--- src/rtl/uart_rx_ctrl_pkg.sv ---
// Shared UART definitions: receive/transmit FSM state encodings and legal prescale ratios.
package uart_rx_ctrl_pkg;

  typedef enum logic [2:0] {
    ST_IDLE   = 3'd0,
    ST_START  = 3'd1,
    ST_DATA   = 3'd2,
    ST_PARITY = 3'd3,
    ST_STOP   = 3'd4,
    ST_CHECK  = 3'd5
  } uart_state_t;

  localparam int PRESCALE_8  = 8;
  localparam int PRESCALE_16 = 16;
  localparam int PRESCALE_32 = 32;

endpackage

--- src/rtl/uart_rx_sampler.sv ---
// Triple-samples rx_in around the bit centre and registers the 2-of-3 majority.
module uart_rx_sampler #(
  parameter int PRESCALE_W = 6
) (
  input  logic                  clk,
  input  logic                  rst,
  input  logic                  rx_in,
  input  logic [PRESCALE_W-1:0] edge_cnt,
  input  logic [PRESCALE_W-1:0] prescale,
  output logic                  sample_bit
);

  logic [PRESCALE_W-1:0] half;
  logic                  s0_reg;
  logic                  s1_reg;

  assign half = prescale >> 1;

  // The third sample is folded straight into the vote, so the result is
  // ready from edge half+2 onward.
  always_ff @(posedge clk or negedge rst) begin
    if (!rst) begin
      s0_reg     <= 1'b0;
      s1_reg     <= 1'b0;
      sample_bit <= 1'b0;
    end else begin
      if (edge_cnt == half - PRESCALE_W'(1)) s0_reg <= rx_in;
      if (edge_cnt == half)                  s1_reg <= rx_in;
      if (edge_cnt == half + PRESCALE_W'(1))
        sample_bit <= (s0_reg & s1_reg) | (s0_reg & rx_in) | (s1_reg & rx_in);
    end
  end

endmodule

--- src/rtl/uart_rx_ctrl.sv ---
// UART receive controller: start detect, oversampled majority-vote deserialiser,
// parity/stop checking and a one-cycle valid pulse towards the system controller.
module uart_rx_ctrl
  import uart_rx_ctrl_pkg::*;
#(
  parameter int DATA_WIDTH = 8,
  parameter int PRESCALE_W = 6
) (
  input  logic                  clk,
  input  logic                  rst,
  input  logic                  rx_in,
  input  logic [PRESCALE_W-1:0] prescale,
  input  logic                  par_en,
  input  logic                  par_typ,
  output logic [DATA_WIDTH-1:0] p_data,
  output logic                  data_valid,
  output logic                  par_err,
  output logic                  stp_err
);

  localparam int BCW = (DATA_WIDTH > 1) ? $clog2(DATA_WIDTH) : 1;

  uart_state_t           state_reg, state_next;
  logic [PRESCALE_W-1:0] edge_cnt_reg;
  logic [PRESCALE_W-1:0] presc_reg;
  logic [BCW-1:0]        bit_cnt_reg;
  logic [DATA_WIDTH-1:0] shift_reg;
  logic                  perr_flag_reg;
  logic                  maj_bit;
  logic                  edge_last;
  logic                  par_mismatch;

  uart_rx_sampler #(
    .PRESCALE_W(PRESCALE_W)
  ) u_sampler (
    .clk       (clk),
    .rst       (rst),
    .rx_in     (rx_in),
    .edge_cnt  (edge_cnt_reg),
    .prescale  (presc_reg),
    .sample_bit(maj_bit)
  );

  assign edge_last    = (edge_cnt_reg == presc_reg - PRESCALE_W'(1));
  assign par_mismatch = maj_bit != ((^shift_reg) ^ par_typ);

  always_comb begin
    state_next = state_reg;
    case (state_reg)
      ST_IDLE:   if (!rx_in) state_next = ST_START;
      ST_START:  if (edge_last) state_next = maj_bit ? ST_IDLE : ST_DATA;
      ST_DATA:
        if (edge_last && (bit_cnt_reg == BCW'(DATA_WIDTH - 1)))
          state_next = par_en ? ST_PARITY : ST_STOP;
      ST_PARITY: if (edge_last) state_next = ST_STOP;
      ST_STOP:   if (edge_last) state_next = ST_CHECK;
      ST_CHECK:  state_next = ST_IDLE;
      default:   state_next = ST_IDLE;
    endcase
  end

  always_ff @(posedge clk or negedge rst) begin
    if (!rst) begin
      state_reg     <= ST_IDLE;
      edge_cnt_reg  <= '0;
      presc_reg     <= PRESCALE_W'(PRESCALE_8);
      bit_cnt_reg   <= '0;
      shift_reg     <= '0;
      perr_flag_reg <= 1'b0;
      p_data        <= '0;
      data_valid    <= 1'b0;
      par_err       <= 1'b0;
      stp_err       <= 1'b0;
    end else begin
      state_reg  <= state_next;
      data_valid <= 1'b0;
      par_err    <= 1'b0;
      stp_err    <= 1'b0;
      case (state_reg)
        ST_IDLE: begin
          // The detect cycle is edge 0, so the first START cycle is edge 1.
          edge_cnt_reg  <= rx_in ? '0 : PRESCALE_W'(1);
          bit_cnt_reg   <= '0;
          perr_flag_reg <= 1'b0;
          if (!rx_in) presc_reg <= prescale;
        end
        ST_CHECK: begin
          edge_cnt_reg <= '0;
          bit_cnt_reg  <= '0;
        end
        default: begin
          edge_cnt_reg <= edge_last ? '0 : edge_cnt_reg + PRESCALE_W'(1);
        end
      endcase

      if (edge_last) begin
        case (state_reg)
          ST_DATA: begin
            shift_reg   <= {maj_bit, shift_reg[DATA_WIDTH-1:1]};
            bit_cnt_reg <= bit_cnt_reg + BCW'(1);
          end
          ST_PARITY: begin
            if (par_mismatch) begin
              perr_flag_reg <= 1'b1;
              par_err       <= 1'b1;
            end
          end
          ST_STOP: begin
            // The result is registered here so that it is visible during the
            // CHECK cycle, one clock after the stop-bit decision.
            if (!maj_bit) begin
              stp_err <= 1'b1;
            end else if (!perr_flag_reg) begin
              p_data     <= shift_reg;
              data_valid <= 1'b1;
            end
          end
          default: ;
        endcase
      end
    end
  end

endmodule

--- config.mk ---
export PLATFORM = sky130hd
export DESIGN_NAME = uart_rx_ctrl
export DESIGN_NICKNAME = d
export VERILOG_FILES = /design/src/rtl/uart_rx_ctrl_pkg.sv /design/src/rtl/uart_rx_sampler.sv /design/src/rtl/uart_rx_ctrl.sv
export SDC_FILE = /design/constraint.sdc
export NUM_CORES = 1
export LEC_CHECK = 0
export ABC_CLOCK_PERIOD_IN_PS = 2300
export CAP_MARGIN = 40
export CORE_AREA = 4 4 65 82
export CTS_BUF_LIST = sky130_fd_sc_hd__clkbuf_2 sky130_fd_sc_hd__clkbuf_4 sky130_fd_sc_hd__clkbuf_8
export CTS_CLUSTER_DIAMETER = 30
export CTS_CLUSTER_SIZE = 8
export DETAILED_ROUTE_END_ITERATION = 16
export DIE_AREA = 0 0 69 86
export HOLD_SLACK_MARGIN = 0.02
export PLACE_DENSITY = 0.75
export SYNTH_ARGS = -nofsm -noshare
export SYNTH_HDL_FRONTEND = slang
export SYNTH_HIERARCHICAL = 1
export SYNTH_SLANG_ARGS = --single-unit
--- constraint.sdc ---
create_clock -name clk -period 2.3 [get_ports clk]
set_input_delay 0.345 -clock clk [delete_from_list [all_inputs] [get_ports clk]]
set_output_delay 0.345 -clock clk [all_outputs]
set_load 0.02 [all_outputs]
; ---- Word-level counts from Yosys, hierarchy flattened
; Cells that the tools add are included.
[word_totals]
input_bits = 11
output_inout_bits = 11
elab_cells = 78
register_bits = 41
[op_classes]
reduce_logical = 8
add_sub_neg = 5
n_bitwise = 8
n_mux = 28
n_eq_ne = 16
[op_table]
columns = cell, n
row1 = 3-bit 2-to-1 mux, 9
row2 = 6-bit equality test, 3
row3 = 1-bit 2-to-1 mux, 15
row4 = 3-bit one-hot mux with 5 select lines, 1
row5 = 6-bit one-hot mux with 2 select lines, 1
row6 = "2-bit inequality test, second input constant", 5
row7 = "3-bit equality test, second input constant", 3
row8 = 8-bit parity, 1
row9 = "5-bit by 1-bit adder with 6-bit output, second input constant", 1
row10 = "6-bit by 1-bit adder with 6-bit output, second input constant", 1
row11 = "3-bit by 2-bit equality test with 1-bit output, second input constant", 2
row12 = 6-bit by 5-bit equality test with 1-bit output, 1
row13 = 6-bit 2-to-1 mux, 1
row14 = "5-bit by 1-bit subtractor with 6-bit output, second input constant", 1
row15 = "6-bit by 1-bit subtractor with 6-bit output, second input constant", 1
row16 = 5-bit AND reduction, 1
row17 = 2-bit AND reduction, 2
row18 = 4-bit AND reduction, 1
row19 = "3-bit by 1-bit adder with 3-bit output, second input constant", 1
row20 = 1-bit AND, 3
row21 = "3-bit by 1-bit equality test with 1-bit output, second input constant", 1
row22 = 3-bit logical NOT, 1
row23 = 2-bit 2-to-1 mux, 1
row24 = 1-bit inverter, 2
row25 = 5 further kinds, 6

; ---- Depth between registers and ports, before layout
[depth]
ltp_word = 6
mapped_depth = 8
mapped_depth_nobuf = 7

; ---- Modules after synthesis
; The synthesis kept the hierarchy.
[modules_own_cells]
columns = module, area_each_um2, seq_area_each_um2, instances, cells_each
row1 = uart_rx_ctrl, 1904.3, 952.2, 1, 157
row2 = uart_rx_sampler, 444.2, 75.1, 1, 53

; ---- Worst setup path after synthesis
; Ideal clock, no wire load.
[synth_path]
kind = register -> register
startpoint = register presc_reg[1]
endpoint = register bit_cnt_reg[1]
n_path_buf = 1
stages_incl_launch_ff = 9
setup_time_ns = 0.125
synth_period_minus_slack_ns = 2.321
slack_ns = -0.021
required_time_ns = 2.175
t_arrival_ns = 2.196
cell_sequence = dfrtp_1 inv_1 ha_1 nor2b_1 or3_1 a31o_2 nor4_4 buf_6 mux2_4
[synth_between]
elab_chain_len = 3
[synth_lines]
columns = element, line_no
row1 = start: declaration, uart_rx_ctrl.sv:25  ; logic [PRESCALE_W-1:0] presc_reg;
row2 = start signal: assignment, uart_rx_ctrl.sv:66  ; presc_reg <= PRESCALE_W'(PRESCALE_8);
row3 = start signal: assignment, uart_rx_ctrl.sv:85  ; if (!rx_in) presc_reg <= prescale;
row4 = 6-bit by 1-bit subtractor with 6-bit output, uart_rx_ctrl.sv:44  ; assign edge_last = (edge_cnt_reg == presc_reg - PRESCALE_W'(1));
row5 = 6-bit equality test, uart_rx_ctrl.sv:44
row6 = 3-bit 2-to-1 mux, uart_rx_ctrl.sv:96  ; if (edge_last) begin
row7 = end signal: assignment, uart_rx_ctrl.sv:100  ; bit_cnt_reg <= bit_cnt_reg + BCW'(1);
row8 = end: declaration, uart_rx_ctrl.sv:26  ; logic [BCW-1:0] bit_cnt_reg;
; No other way between the ends.
; A chain may end at the register's enable or synchronous reset.

; ---- Worst setup path in the final report
[layout_path]
startpoint = register presc_reg[0]
endpoint = register p_data[0]
[layout_between]
elab_chain_len = 3
[layout_lines]
columns = element, line_no
row1 = 6-bit by 1-bit subtractor with 6-bit output, uart_rx_ctrl.sv:44
row2 = 6-bit equality test, uart_rx_ctrl.sv:44
row3 = 4-bit AND reduction (no source line), --
row4 = end signal: assignment, uart_rx_ctrl.sv:114  ; p_data <= shift_reg;
row5 = end: declaration, uart_rx_ctrl.sv:15  ; output logic [DATA_WIDTH-1:0] p_data,
; No other way between the ends.

==> results.py <==
metrics = {
    "cells_and_area": {
        "layout.nets": 264,
        "drive_above_1_share_pct": 23.0,
        "fin_area_um2": 2840,
        "area_delta_synth_final_pct": 21.1,
        "antennaDiodeCount": 0,
        "n_fill_cell": 402,
        "fin_cells": 308,
    },
    "synthesis": {
        "yosys-top-cells-count": "dfrtp_1, xnor2_1, mux2_2",
        "yosys_warnings": 6,
        "synth_most_common_cell": "dfrtp_1",
        "synth_cell_type_count": 50,
        "syn_inst": 210,
        "seq_area_frac_synth_pct": 43.7,
        "synth_edf_count": 0,
        "synth_area_leader_cell": "dfrtp_1",
        "async_flop_share_pct": 100,
        "yosys_most_used_dff": "dfrtp_1",
        "syn_avg_cell_area_um2": 11.2,
        "synthTopCellsByArea": "dfrtp_1, xnor2_1, mux2_2",
        "syn_nets": 227,
        "synth_area_um2": 2350,
        "ys_ff_latch": 41,
        "netlist.area_leader.share_pct": 42.6,
    },
    "cts": {
        "hold_buffers": 0,
        "htree_levels": 2,
        "cts_sinks": 41,
        "clock_path_buffers": 2,
        "cts_buffers": 5,
        "cts.clk_slew.worst_paths_ps": 70,
        "cts_tree": "built",
        "clock_latency_ps": 290,
        "cts-root-buf": "clkbuf_8",
        "post_cts_buffers": 0,
        "cts.repair.resized": 0,
    },
    "drt": {
        "wl_um": 4840,
        "drt-pass1-iter-count": 4,
        "drt_iter0_markers": 57,
        "vias": 1686,
        "remaining_drc_errors": 0,
        "wire_per_inst_um": 15.7,
        "drtAntennaViolNets": 0,
        "via_per_inst": 5.47,
    },
    "grt": {
        "grt_pass1_vias": 1780,
        "grt_antenna_before_repair": 0,
        "grt_max_degree": 23,
        "track_usage_pct": 17.9,
        "grt_first_pass_wirelength_um": 8490,
        "grt_overflow": 0,
    },
    "floorplanning": {
        "fp.dieW_um": 69,
        "row_count": 28,
        "dieArea_um2": 5930,
        "initial_utilization_pct": 50.8,
        "num_io_pins": 22,
        "die_y_um": 86,
        "fp.coreArea_um2": 4620,
    },
    "pwr": {
        "power.leakage_nw": 1.27,
        "intPower_mw": 1.93,
        "p_total_mw": 3.20,
        "p_sw_mw": 1.27,
        "powerDensity_nw_per_um2": 1130,
        "pwr-share-seq_pct": 32.8,
        "p_comb_share_pct": 52.2,
        "clockPowerShare_pct": 15.0,
        "switching_share_pct": 39.8,
        "ir_worst_vdd_uv": 567,
    },
    "critical_path": {
        "critPathCaptureType": "flop",
        "worstPathArrival_ps": 2310,
        "r2r-start": "presc_reg[0]",
        "crit_start": "presc_reg[0]",
        "required_ps": 2480,
        "critical_path_class": "flop to flop",
        "r2r_cells": 7,
        "worstPathMaxFanout": 8,
        "startpoint_type": "flop",
    },
    "worst_hold_path": {
        "hold_class": "primary input to async pin",
    },
    "timing": {
        "drv_slew": 0,
        "finalCritPeriodShare_pct": 92.9,
        "fmax_mhz": 468,
        "relSlewSlack_pct": 63.7,
        "finalClockSkew_ps": 3.38,
        "min_period_ps": 2140,
        "setup_tns_ps": 0,
        "whs_ps": 21.0,
        "hold_violations": 0,
        "tightest_slew_ps": 540,
        "setup_viol": 0,
    },
    "placed_design": {
        "dp_cells": 300,
        "dp_hpwl_um": 3640,
        "routabilityCongestion": 0.869,
        "placed_area_um2": 2730,
        "io_buffers": 21,
    },
    "flow_run": {
        "drv_cap": 0,
    },
    "outcome": {
        "status": "complete, no violations",
    },
}
==> worst max-delay path: stages (launching register included) <==
cell and delay, ps:
dfrtp_1 380, inv_2 60, ha_4 170, nor2b_1 130, or3_4 330, a31oi_1 250, nand4_2 310, mux2_1 390
==> final timing paths <==
path	slack, ps	to
max	160	p_data[0]
min	20	p_data[7]
max reg2reg	160	p_data[0]
min reg2reg	480	bit_cnt_reg[0]
max in group asynchronous	1790	presc_reg[4]
min in group clk	480	bit_cnt_reg[0]
==> layout make-up <==
| type | count | area (µm²) | share of cell area, % |
|---|---|---|---|
| Clock buffer | 8 | 91.3 | 3.21 |
| Inverter | 6 | 22.5 | 0.792 |
| Multi-Input combinational cell | 157 | 1290 | 45.4 |
| Sequential cell | 41 | 1030 | 36.1 |
| Tap cell | 60 | 75.1 | 2.64 |
| Timing Repair Buffer | 36 | 338 | 11.9 |
==> layer usage <==
| metal | wire [µm] | up-vias | global-route usage, % |
|---|---|---|---|
| met3 | 83 | 6 | 3.17 |
| met1 | 2040 | 840 | 21.2 |
| met4 | 50 | 0 | 6.04 |
| li1 | - | 823 | - |
| met5 | 0 | - | 0 |
| met2 | 2660 | 17 | 32.7 |
==> cell families after synthesis <==
logic type | count (synthesis) | synth area share, %
xor gates and xnor gates | 28 | 10.8
and+or+nand+nor | 67 | 16.9
AOI/OAI and AO/OA | 29 | 8.68
buffers and inverters | 12 | 2.45
muxes | 26 | 13.9
DFF | 41 | 43.7
adders and majority gates | 7 | 3.62
==> power by group through the flow <==
| stage | logic (mW) | clock network (mW) | registers [mW] |
|---|---|---|---|
| finish | 1.67 | 0.481 | 1.05 |
| global placement | 1.55 | 0 | 1.05 |
| CTS | 1.60 | 0.498 | 1.05 |
| global route | 1.86 | 0.530 | 1.07 |
| floorplan | 1.16 | 0 | 1.06 |
| detailed placement | 1.60 | 0 | 1.06 |
==> placed cells by master, fill, tap and decap left out, types with 6 or more instances in the layout <==
| master | count |
|---|---|
| xor2_1 | 7 |
| mux2_2 | 13 |
| mux2_4 | 9 |
| nand2_1 | 11 |
| clkdlybuf4s50_1 | 20 |
| nor3_1 | 10 |
| nor2_1 | 11 |
| xnor2_1 | 20 |
| dfrtp_1 | 40 |
| buf_4 | 14 |
| o21ai_0 | 6 |
| nand2b_1 | 7 |
| nand3_1 | 7 |
==> metrics by stage <==
step                      worst slack (ps)  util [%]
final                                  162      61.5
after global routing                -0.997      61.5
after CTS                             15.6      61.0
after detailed placement              47.7      59.0
after global placement                91.3      58.4
after floorplan                       21.7         -
Note: power is estimated with default switching activity, not from simulation.
